## src/rtl/wide_add_seq_if.sv

```systemverilog
// rtl/wide_add_seq_if.sv - command/result bundle for the wide add/subtract sequencer
// Optional macro: WIDE_ADD_OVF_EN adds the ovf result bit.
// Signals:
//   start  command strobe, sampled only while busy=0
//   sub    1 = a-b, 0 = a+b+cin
//   cin    carry-in for add, ignored for subtract
//   a, b   WIDTH-bit operands, sampled on an accepted start
//   busy   high while beats are in progress
//   done   one-cycle completion pulse
//   sum    WIDTH-bit result, held until the next completion
//   cout   final carry-out (for subtract: 1 = no borrow)
//   ovf    signed overflow (only with WIDE_ADD_OVF_EN)
// Modports: master = command source/consumer, slave = sequencer.

interface wide_add_seq_if #(
   parameter int NWORDS = 4
);
   localparam int WIDTH = 16 * NWORDS;

   logic             start;
   logic             sub;
   logic             cin;
   logic [WIDTH-1:0] a;
   logic [WIDTH-1:0] b;
   logic             busy;
   logic             done;
   logic [WIDTH-1:0] sum;
   logic             cout;
`ifdef WIDE_ADD_OVF_EN
   logic             ovf;

   modport master (
      output start, sub, cin, a, b,
      input  busy, done, sum, cout, ovf
   );

   modport slave (
      input  start, sub, cin, a, b,
      output busy, done, sum, cout, ovf
   );
`else
   modport master (
      output start, sub, cin, a, b,
      input  busy, done, sum, cout
   );

   modport slave (
      input  start, sub, cin, a, b,
      output busy, done, sum, cout
   );
`endif

endinterface

```

## src/rtl/wide_add_seq.sv

```systemverilog
// rtl/wide_add_seq.sv - WIDTH-bit add/subtract sequenced through one 16-bit carry-select slice
// Optional macro: WIDE_ADD_OVF_EN enables the signed-overflow output bus.ovf.
// Ports:
//   clk  rising-edge system clock
//   rst  asynchronous active-high reset
//   bus  wide_add_seq_if.slave: start/sub/cin/a/b in, busy/done/sum/cout(/ovf) out
// One 16-bit word is processed per clock, least significant word first; the
// carry between words lives in carry_q. Latency is NWORDS cycles from accept.

module carsel_adder (
   input  logic [15:0] x,
   input  logic [15:0] y,
   input  logic        ci,
   output logic [15:0] s,
   output logic        co
);
   logic [8:0] lo;
   logic [8:0] hi0;
   logic [8:0] hi1;

   // Upper byte is computed for both possible carries, then selected by the
   // lower byte's carry-out.
   assign lo  = {1'b0, x[7:0]} + {1'b0, y[7:0]} + {8'd0, ci};
   assign hi0 = {1'b0, x[15:8]} + {1'b0, y[15:8]};
   assign hi1 = {1'b0, x[15:8]} + {1'b0, y[15:8]} + 9'd1;

   assign s  = {(lo[8] ? hi1[7:0] : hi0[7:0]), lo[7:0]};
   assign co = lo[8] ? hi1[8] : hi0[8];
endmodule

module wide_add_seq #(
   parameter int NWORDS = 4
) (
   input  logic         clk,
   input  logic         rst,
   wide_add_seq_if.slave bus
);
   localparam int WIDTH = 16 * NWORDS;
   localparam int CW    = $clog2(NWORDS);
   localparam logic [CW-1:0] LAST = CW'(NWORDS - 1);

   typedef enum logic {IDLE, RUN} state_t;

   state_t           state_q,  state_d;
   logic [CW-1:0]    cnt_q,    cnt_d;
   logic [WIDTH-1:0] opa_q,    opa_d;
   logic [WIDTH-1:0] opb_q,    opb_d;
   logic [WIDTH-1:0] shadow_q, shadow_d;
   logic [WIDTH-1:0] sum_q,    sum_d;
   logic             carry_q,  carry_d;
   logic             cout_q,   cout_d;
   logic             done_q,   done_d;
`ifdef WIDE_ADD_OVF_EN
   logic             ovf_q,    ovf_d;
`endif

   logic [15:0] add_s;
   logic        add_co;

   carsel_adder u_slice (
      .x  (opa_q[15:0]),
      .y  (opb_q[15:0]),
      .ci (carry_q),
      .s  (add_s),
      .co (add_co)
   );

   always_comb begin
      state_d  = state_q;
      cnt_d    = cnt_q;
      opa_d    = opa_q;
      opb_d    = opb_q;
      shadow_d = shadow_q;
      sum_d    = sum_q;
      carry_d  = carry_q;
      cout_d   = cout_q;
      done_d   = 1'b0;
`ifdef WIDE_ADD_OVF_EN
      ovf_d    = ovf_q;
`endif
      case (state_q)
         IDLE: begin
            if (bus.start) begin
               // Subtract as a + ~b + 1.
               opa_d   = bus.a;
               opb_d   = bus.sub ? ~bus.b : bus.b;
               carry_d = bus.sub ? 1'b1 : bus.cin;
               cnt_d   = '0;
               state_d = RUN;
            end
         end
         RUN: begin
            // Result words enter at the top so the LSW ends at bit 0 after
            // NWORDS shifts.
            shadow_d = {add_s, shadow_q[WIDTH-1:16]};
            opa_d    = opa_q >> 16;
            opb_d    = opb_q >> 16;
            carry_d  = add_co;
            if (cnt_q == LAST) begin
               sum_d   = shadow_d;
               cout_d  = add_co;
               done_d  = 1'b1;
               cnt_d   = '0;
               state_d = IDLE;
`ifdef WIDE_ADD_OVF_EN
               // Carry into the MSB recovered from the MSB's sum bit.
               ovf_d   = (opa_q[15] ^ opb_q[15] ^ add_s[15]) ^ add_co;
`endif
            end else begin
               cnt_d = cnt_q + 1'b1;
            end
         end
         default: state_d = IDLE;
      endcase
   end

   always_ff @(posedge clk or posedge rst) begin
      if (rst) begin
         state_q  <= IDLE;
         cnt_q    <= '0;
         opa_q    <= '0;
         opb_q    <= '0;
         shadow_q <= '0;
         sum_q    <= '0;
         carry_q  <= 1'b0;
         cout_q   <= 1'b0;
         done_q   <= 1'b0;
`ifdef WIDE_ADD_OVF_EN
         ovf_q    <= 1'b0;
`endif
      end else begin
         state_q  <= state_d;
         cnt_q    <= cnt_d;
         opa_q    <= opa_d;
         opb_q    <= opb_d;
         shadow_q <= shadow_d;
         sum_q    <= sum_d;
         carry_q  <= carry_d;
         cout_q   <= cout_d;
         done_q   <= done_d;
`ifdef WIDE_ADD_OVF_EN
         ovf_q    <= ovf_d;
`endif
      end
   end

   assign bus.busy = (state_q == RUN);
   assign bus.done = done_q;
   assign bus.sum  = sum_q;
   assign bus.cout = cout_q;
`ifdef WIDE_ADD_OVF_EN
   assign bus.ovf  = ovf_q;
`endif

endmodule

```

## src/flat_wrapper.sv

```systemverilog
// flat-port wrapper written by rule: the top's interface ports become plain ports
module wide_add_seq_flat 
#(
   parameter int NWORDS = 4
)
  (clk, rst, bus_start, bus_sub, bus_cin, bus_a, bus_b, bus_busy, bus_done, bus_sum, bus_cout);
  wide_add_seq_if #(.NWORDS(NWORDS)) bus_i ();
  input  logic clk;
  input  logic rst;
  input wire logic [$bits(bus_i.start)-1:0] bus_start;
  input wire logic [$bits(bus_i.sub)-1:0] bus_sub;
  input wire logic [$bits(bus_i.cin)-1:0] bus_cin;
  input wire logic [$bits(bus_i.a)-1:0] bus_a;
  input wire logic [$bits(bus_i.b)-1:0] bus_b;
  output wire logic [$bits(bus_i.busy)-1:0] bus_busy;
  output wire logic [$bits(bus_i.done)-1:0] bus_done;
  output wire logic [$bits(bus_i.sum)-1:0] bus_sum;
  output wire logic [$bits(bus_i.cout)-1:0] bus_cout;
  assign bus_i.start = bus_start;
  assign bus_i.sub = bus_sub;
  assign bus_i.cin = bus_cin;
  assign bus_i.a = bus_a;
  assign bus_i.b = bus_b;
  assign bus_busy = bus_i.busy;
  assign bus_done = bus_i.done;
  assign bus_sum = bus_i.sum;
  assign bus_cout = bus_i.cout;
  wide_add_seq #(.NWORDS(NWORDS)) u_core (.clk(clk), .rst(rst), .bus(bus_i));
endmodule
```

## config.mk

```make
export PLATFORM = sky130hd
export DESIGN_NAME = wide_add_seq_flat
export DESIGN_NICKNAME = d
export VERILOG_FILES = /design/src/rtl/wide_add_seq_if.sv /design/src/rtl/wide_add_seq.sv /design/src/flat_wrapper.sv
export SDC_FILE = /design/constraint.sdc
export NUM_CORES = 1
export LEC_CHECK = 0
export BUFFER_PORTS_ARGS = -buffer_cell sky130_fd_sc_hd__clkbuf_2
export CAP_MARGIN = 20
export CORE_ASPECT_RATIO = 0.6
export CORE_UTILIZATION = 55
export DETAILED_ROUTE_END_ITERATION = 10
export PLACE_DENSITY = 0.8
export REMOVE_ABC_BUFFERS = 1
export SLEW_MARGIN = 30
export SYNTH_ARGS = -nofsm -noshare
export SYNTH_HDL_FRONTEND = slang
export SYNTH_SLANG_ARGS = --single-unit
```

## constraint.sdc

```tcl
create_clock -name clk -period 9.4 [get_ports clk]
set_input_delay 1.88 -clock clk [delete_from_list [all_inputs] [get_ports clk]]
set_output_delay 1.88 -clock clk [all_outputs]
set_load 0.1 [all_outputs]
```

## Word-level counts from Yosys, hierarchy flattened

Cells that the tools add are included.
W data, S select, Z words.

| cells by class | value |
|---|---|
| multiplexer cells | 18 |
| bitwise gates (word level) | 2 |
| reductions and logical operators | 1 |
| equal/unequal tests | 2 |
| $add $sub $neg | 5 |

Operators by type and width:

| kind | number |
|---|---|
| $pmux W64 S2 | 2 |
| $mux W64 | 3 |
| $not A64 Y64 | 1 |
| $add A8 B8 Y9 | 2 |
| $add A9 B1 Y9 | 1 |
| $add A9 B1 Y9 const B | 1 |
| $mux W8 | 1 |
| $mux W1 | 7 |
| $mux W2 | 2 |
| $pmux W1 S2 | 2 |
| $pmux W2 S2 | 1 |
| $add A2 B1 Y2 const B | 1 |
| $eq A2 B2 Y1 const B | 1 |
| $ne A2 B2 Y1 const B | 1 |
| $reduce_and A2 Y1 | 1 |
| $not A1 Y1 | 1 |

| word-level totals | value |
|---|---|
| input port bits | 133 |
| output and inout bits | 67 |
| register bits after elaboration | 262 |
| logic and storage cells | 37 |

## Logic depth before layout (Yosys ltp)

| depth | value |
|---|---|
| word-level depth | 4 |
| gate-level depth with buffers | 12 |

## Hierarchy

A second synthesis with hierarchy kept.

| unflattened totals | value |
|---|---|
| cell total of the unflattened synthesis | 955 |
| area total of the unflattened synthesis | 11,529.8 µm² |

By module, submodules not included:

| module | instances | area an instance (µm²) | cells each |
|---|---|---|---|
| wide_add_seq | 1 | 10,715.3 | 854 |
| carsel_adder | 1 | 814.5 | 101 |

## Worst setup path before layout

No wires, ideal clock.

| path | value |
|---|---|
| kind | in2reg |
| from | input port bus_start |
| to | register u_core.opa_q[48] |
| arrival | 2.907 ns |
| setup time | 0.132 ns |
| path slack | 6.361 ns |
| buffers on the path | 3 |
| stages on the path | 5 |
| path through | clkbuf_1 > buf_2 > buf_2 > mux2i_1 > nor2_1 |

| between the ends | value |
|---|---|
| longest elaborated chain between the ends | 1 |

Ends and longest elaborated chain:

| what | RTL line | text |
|---|---|---|
| start: declaration | flat_wrapper.sv:10 | `input wire logic [$bits(bus_i.start)-1:0] bus_start;` |
| $ne A2 B2 Y1 (no source line) | n/a |  |
| end signal: assignment | wide_add_seq.sv:134 | `opa_q <= opa_d;` |
| end: declaration | wide_add_seq.sv:46 | `logic [WIDTH-1:0] opa_q, opa_d;` |

Every way passes these cells.
A chain may end at the register's enable or synchronous reset.

## Final worst setup path

| path | value |
|---|---|
| from | input port bus_start |
| to | register u_core.carry_q |

| between the ends | value |
|---|---|
| longest elaborated chain between the ends | 1 |

Ends and longest elaborated chain:

| what | RTL line | text |
|---|---|---|
| $ne A2 B2 Y1 (no source line) | n/a |  |
| end signal: assignment | wide_add_seq.sv:138 | `carry_q <= carry_d;` |
| end: declaration | wide_add_seq.sv:50 | `logic carry_q, carry_d;` |

Every way passes these cells.

==> results_dict.tcl <==
set metrics [dict create \
    ir_drop_mv 0.331 \
    grt_pass1_vias 7832 \
    die_w_um 187 \
    fin_skew_ps 10.5 \
    final-setup-viol-count 0 \
    synth_cell_types 55 \
    numPortBuffers 199 \
    critical_path_class "input port to flip-flop" \
    slowest_stage "inv_2" \
    dr.first_iter.drc_count 480 \
    period_share_pct 38.2 \
    async_flop_share_pct 100 \
    synth_edf_count 0 \
    rows 40 \
    power_density_mw_per_mm2 399 \
    crit_chain "buf_4 -> inv_2 -> buf_4 -> or3_1 -> o21ai_0 -> mux2i_1" \
    syn-cell-area_mm2 0.0114 \
    layout_commonest_cell "dfrtp_1" \
    drtAntennaViolNets 0 \
    area_growth_pct 16.8 \
    final_core_util_pct 65.9 \
    grtUsageTotal_pct 23.4 \
    dieHeight_um 113 \
    yosysWarnings 0 \
    synth.avg_cell_area_um2 10.9 \
    fin_nets 1358 \
    core_area_mm2 0.0201 \
    rsz0062_at_grt "false" \
    clock_path_buffers 3 \
    hold_viol 0 \
    start_util_pct 56.4 \
    antenna_found_initial 1 \
    grt_overflow_total 0 \
    cts_root_buf "clkbuf_16" \
    ys_ff_latch 246 \
    dr.pass1.iters 5 \
    ctsResizeCount 0 \
    p_leak_nw 6.27 \
    slowest_delay_ps 510 \
    ios 200 \
    cp.required_ps 9760 \
    via_per_inst 5.37 \
    slew-limit-headroom_pct 37.3 \
    maxSlewViolCount 0 \
    cp-start-kind "input port" \
    fmax_mhz 278 \
    ys_seq_area_share_pct 54.2 \
    die-area_mm2 0.0212 \
    synth_flop_cell "dfrtp_1" \
    worstSkewPairLatency_ps 500 \
    cp_top_family "buffers and inverters" \
    grt_pass1_wl_um 40100 \
    max-cap-violations 0 \
    crit_buf_inv 3 \
    cts_tree "yes" \
    cp.arrival_ps 3950 \
    clk_pin_slew_ps 70 \
    min_path_type "flip-flop to flip-flop" \
    avgRoutedWirePerCell_um 16.1 \
    layout-drive-gt1-share_pct 28.0 \
    h-tree-depth 1 \
    grt_start_max_net_pins 119 \
    outcome "finished, final reports clean" \
    gp_congestion 0.822 \
    dpl.hpwl_um 16300 \
    post_cts_buffers 0 \
    layout_common_cells "dfrtp_1 (245), clkbuf_2 (197), nand2_1 (115)" \
    routed_wl_um 24000 \
    cp-end-kind "flip-flop" \
    synthCells 1041 \
    holdBufCountCts 0 \
    crit_top_cell "buf_4" \
    finalPower_mw 5.29 \
    numCtsBuffers 23 \
    num_vias 8017 \
    fin_crit_ps 3590 \
    drcViolationCount 0 \
    max_slew.worst_pin.slew_ps 941 \
    cts.sinks 246 \
    crit_fanout 55 \
]
==> path summary, 6_finish.rpt <==
kind	to	slack (ps)	startpoint	cells past startpoint
max	u_core.carry_q	5810	bus_start	6
min	u_core.opb_q[8]	480	u_core.opb_q[24]	2
max reg2reg	u_core.shadow_q[61]	6570	u_core.opa_q[0]	11
min reg2reg	u_core.opb_q[8]	480	u_core.opb_q[24]	2
max in group asynchronous	u_core.opa_q[55]	6740	rst	3
min in group asynchronous	u_core.opa_q[42]	1480	rst	2
==> sequential cells by signal, indices dropped and copies added, names as in the netlist <==
signal	count
u_core.bus.done	1
u_core.cnt_q	2
u_core.bus.busy	1
u_core.bus.cout	1
u_core.opa_q	64
u_core.opb_q	64
u_core.carry_q	1
u_core.bus.sum	64
u_core.shadow_q	48
==> worst register-to-register path: stages, from the launching register on <==
cell and delay, ps:
dfrtp_1 390, inv_1 120, fa_1 270, inv_1 80, fa_1 460, a21o_1 190, nand3_1 100, a21oi_1 120
or2_1 330, nor3b_2 190, xnor2_1 300, a21oi_1 120
==> through the flow <==
stage	area (µm²)	std cells	setup TNS [ps]	hold slack [ps]	setup WS, ps
3_5_place_dp	12500	1452	0	469	5300
3_3_place_gp	12500	1452	0	458	5320
2_1_floorplan	11100	972	-19110	452	-496
4_1_cts	13200	1491	0	485	5830
6_report	13300	1493	0	481	5810
5_1_grt	13300	1492	0	506	5660
==> layer usage <==
| metal | wire length, µm | vias up | global-route usage [%] |
|---|---|---|---|
| li1 | - | 3890 | - |
| met1 | 11200 | 3885 | 33.7 |
| met2 | 10700 | 211 | 36.1 |
| met3 | 1720 | 31 | 5.99 |
| met4 | 419 | 0 | 4.88 |
| met5 | 0 | - | 0 |
==> cells in the mapped netlist (all sizes together), types with 11 or more instances <==
library cell	instances	share of area (%)
dfrtp	246	54
nand2	116	3.8
o21ai	116	5.2
nor2	100	3.3
mux2	91	9.0
xnor2	71	5.5
mux2i	69	6.1
a21oi	63	2.8
clkbuf	49	1.6
buf	20	0.75
a211oi	18	1.4
ha	17	1.9
inv	11	0.36
==> cell type report <==
type	count	area, µm²
Multi-Input combinational cell	715	4900
Timing Repair Buffer	208	1100
Tap cell	273	342
Clock inverter	4	23.8
Clock buffer	35	691
Inverter	11	48.8
Antenna cell	1	2.50
Sequential cell	246	6160
Fill cell	1629	6860
==> power breakdown <==
| part | internal (mW) | total [mW] | switching [mW] |
|---|---|---|---|
| Sequential | 1.53 | 1.81 | 0.282 |
| Combinational | 0.727 | 2.59 | 1.86 |
| Clock | 0.504 | 0.890 | 0.386 |
==> logic make-up (layout without fill, tap and decap cells) <==
group	count (synthesis)	in the layout	share of synthesized area, %
xor+xnor	75	75	5.79
buf+inv	80	258	2.73
mux	160	160	15.1
flops	246	246	54.2
fa+ha+maj	20	20	2.40
simple gates	247	247	9.02
compound gates	213	213	10.7
other cells	0	1	0
Note: power is estimated with default switching activity, not from simulation.
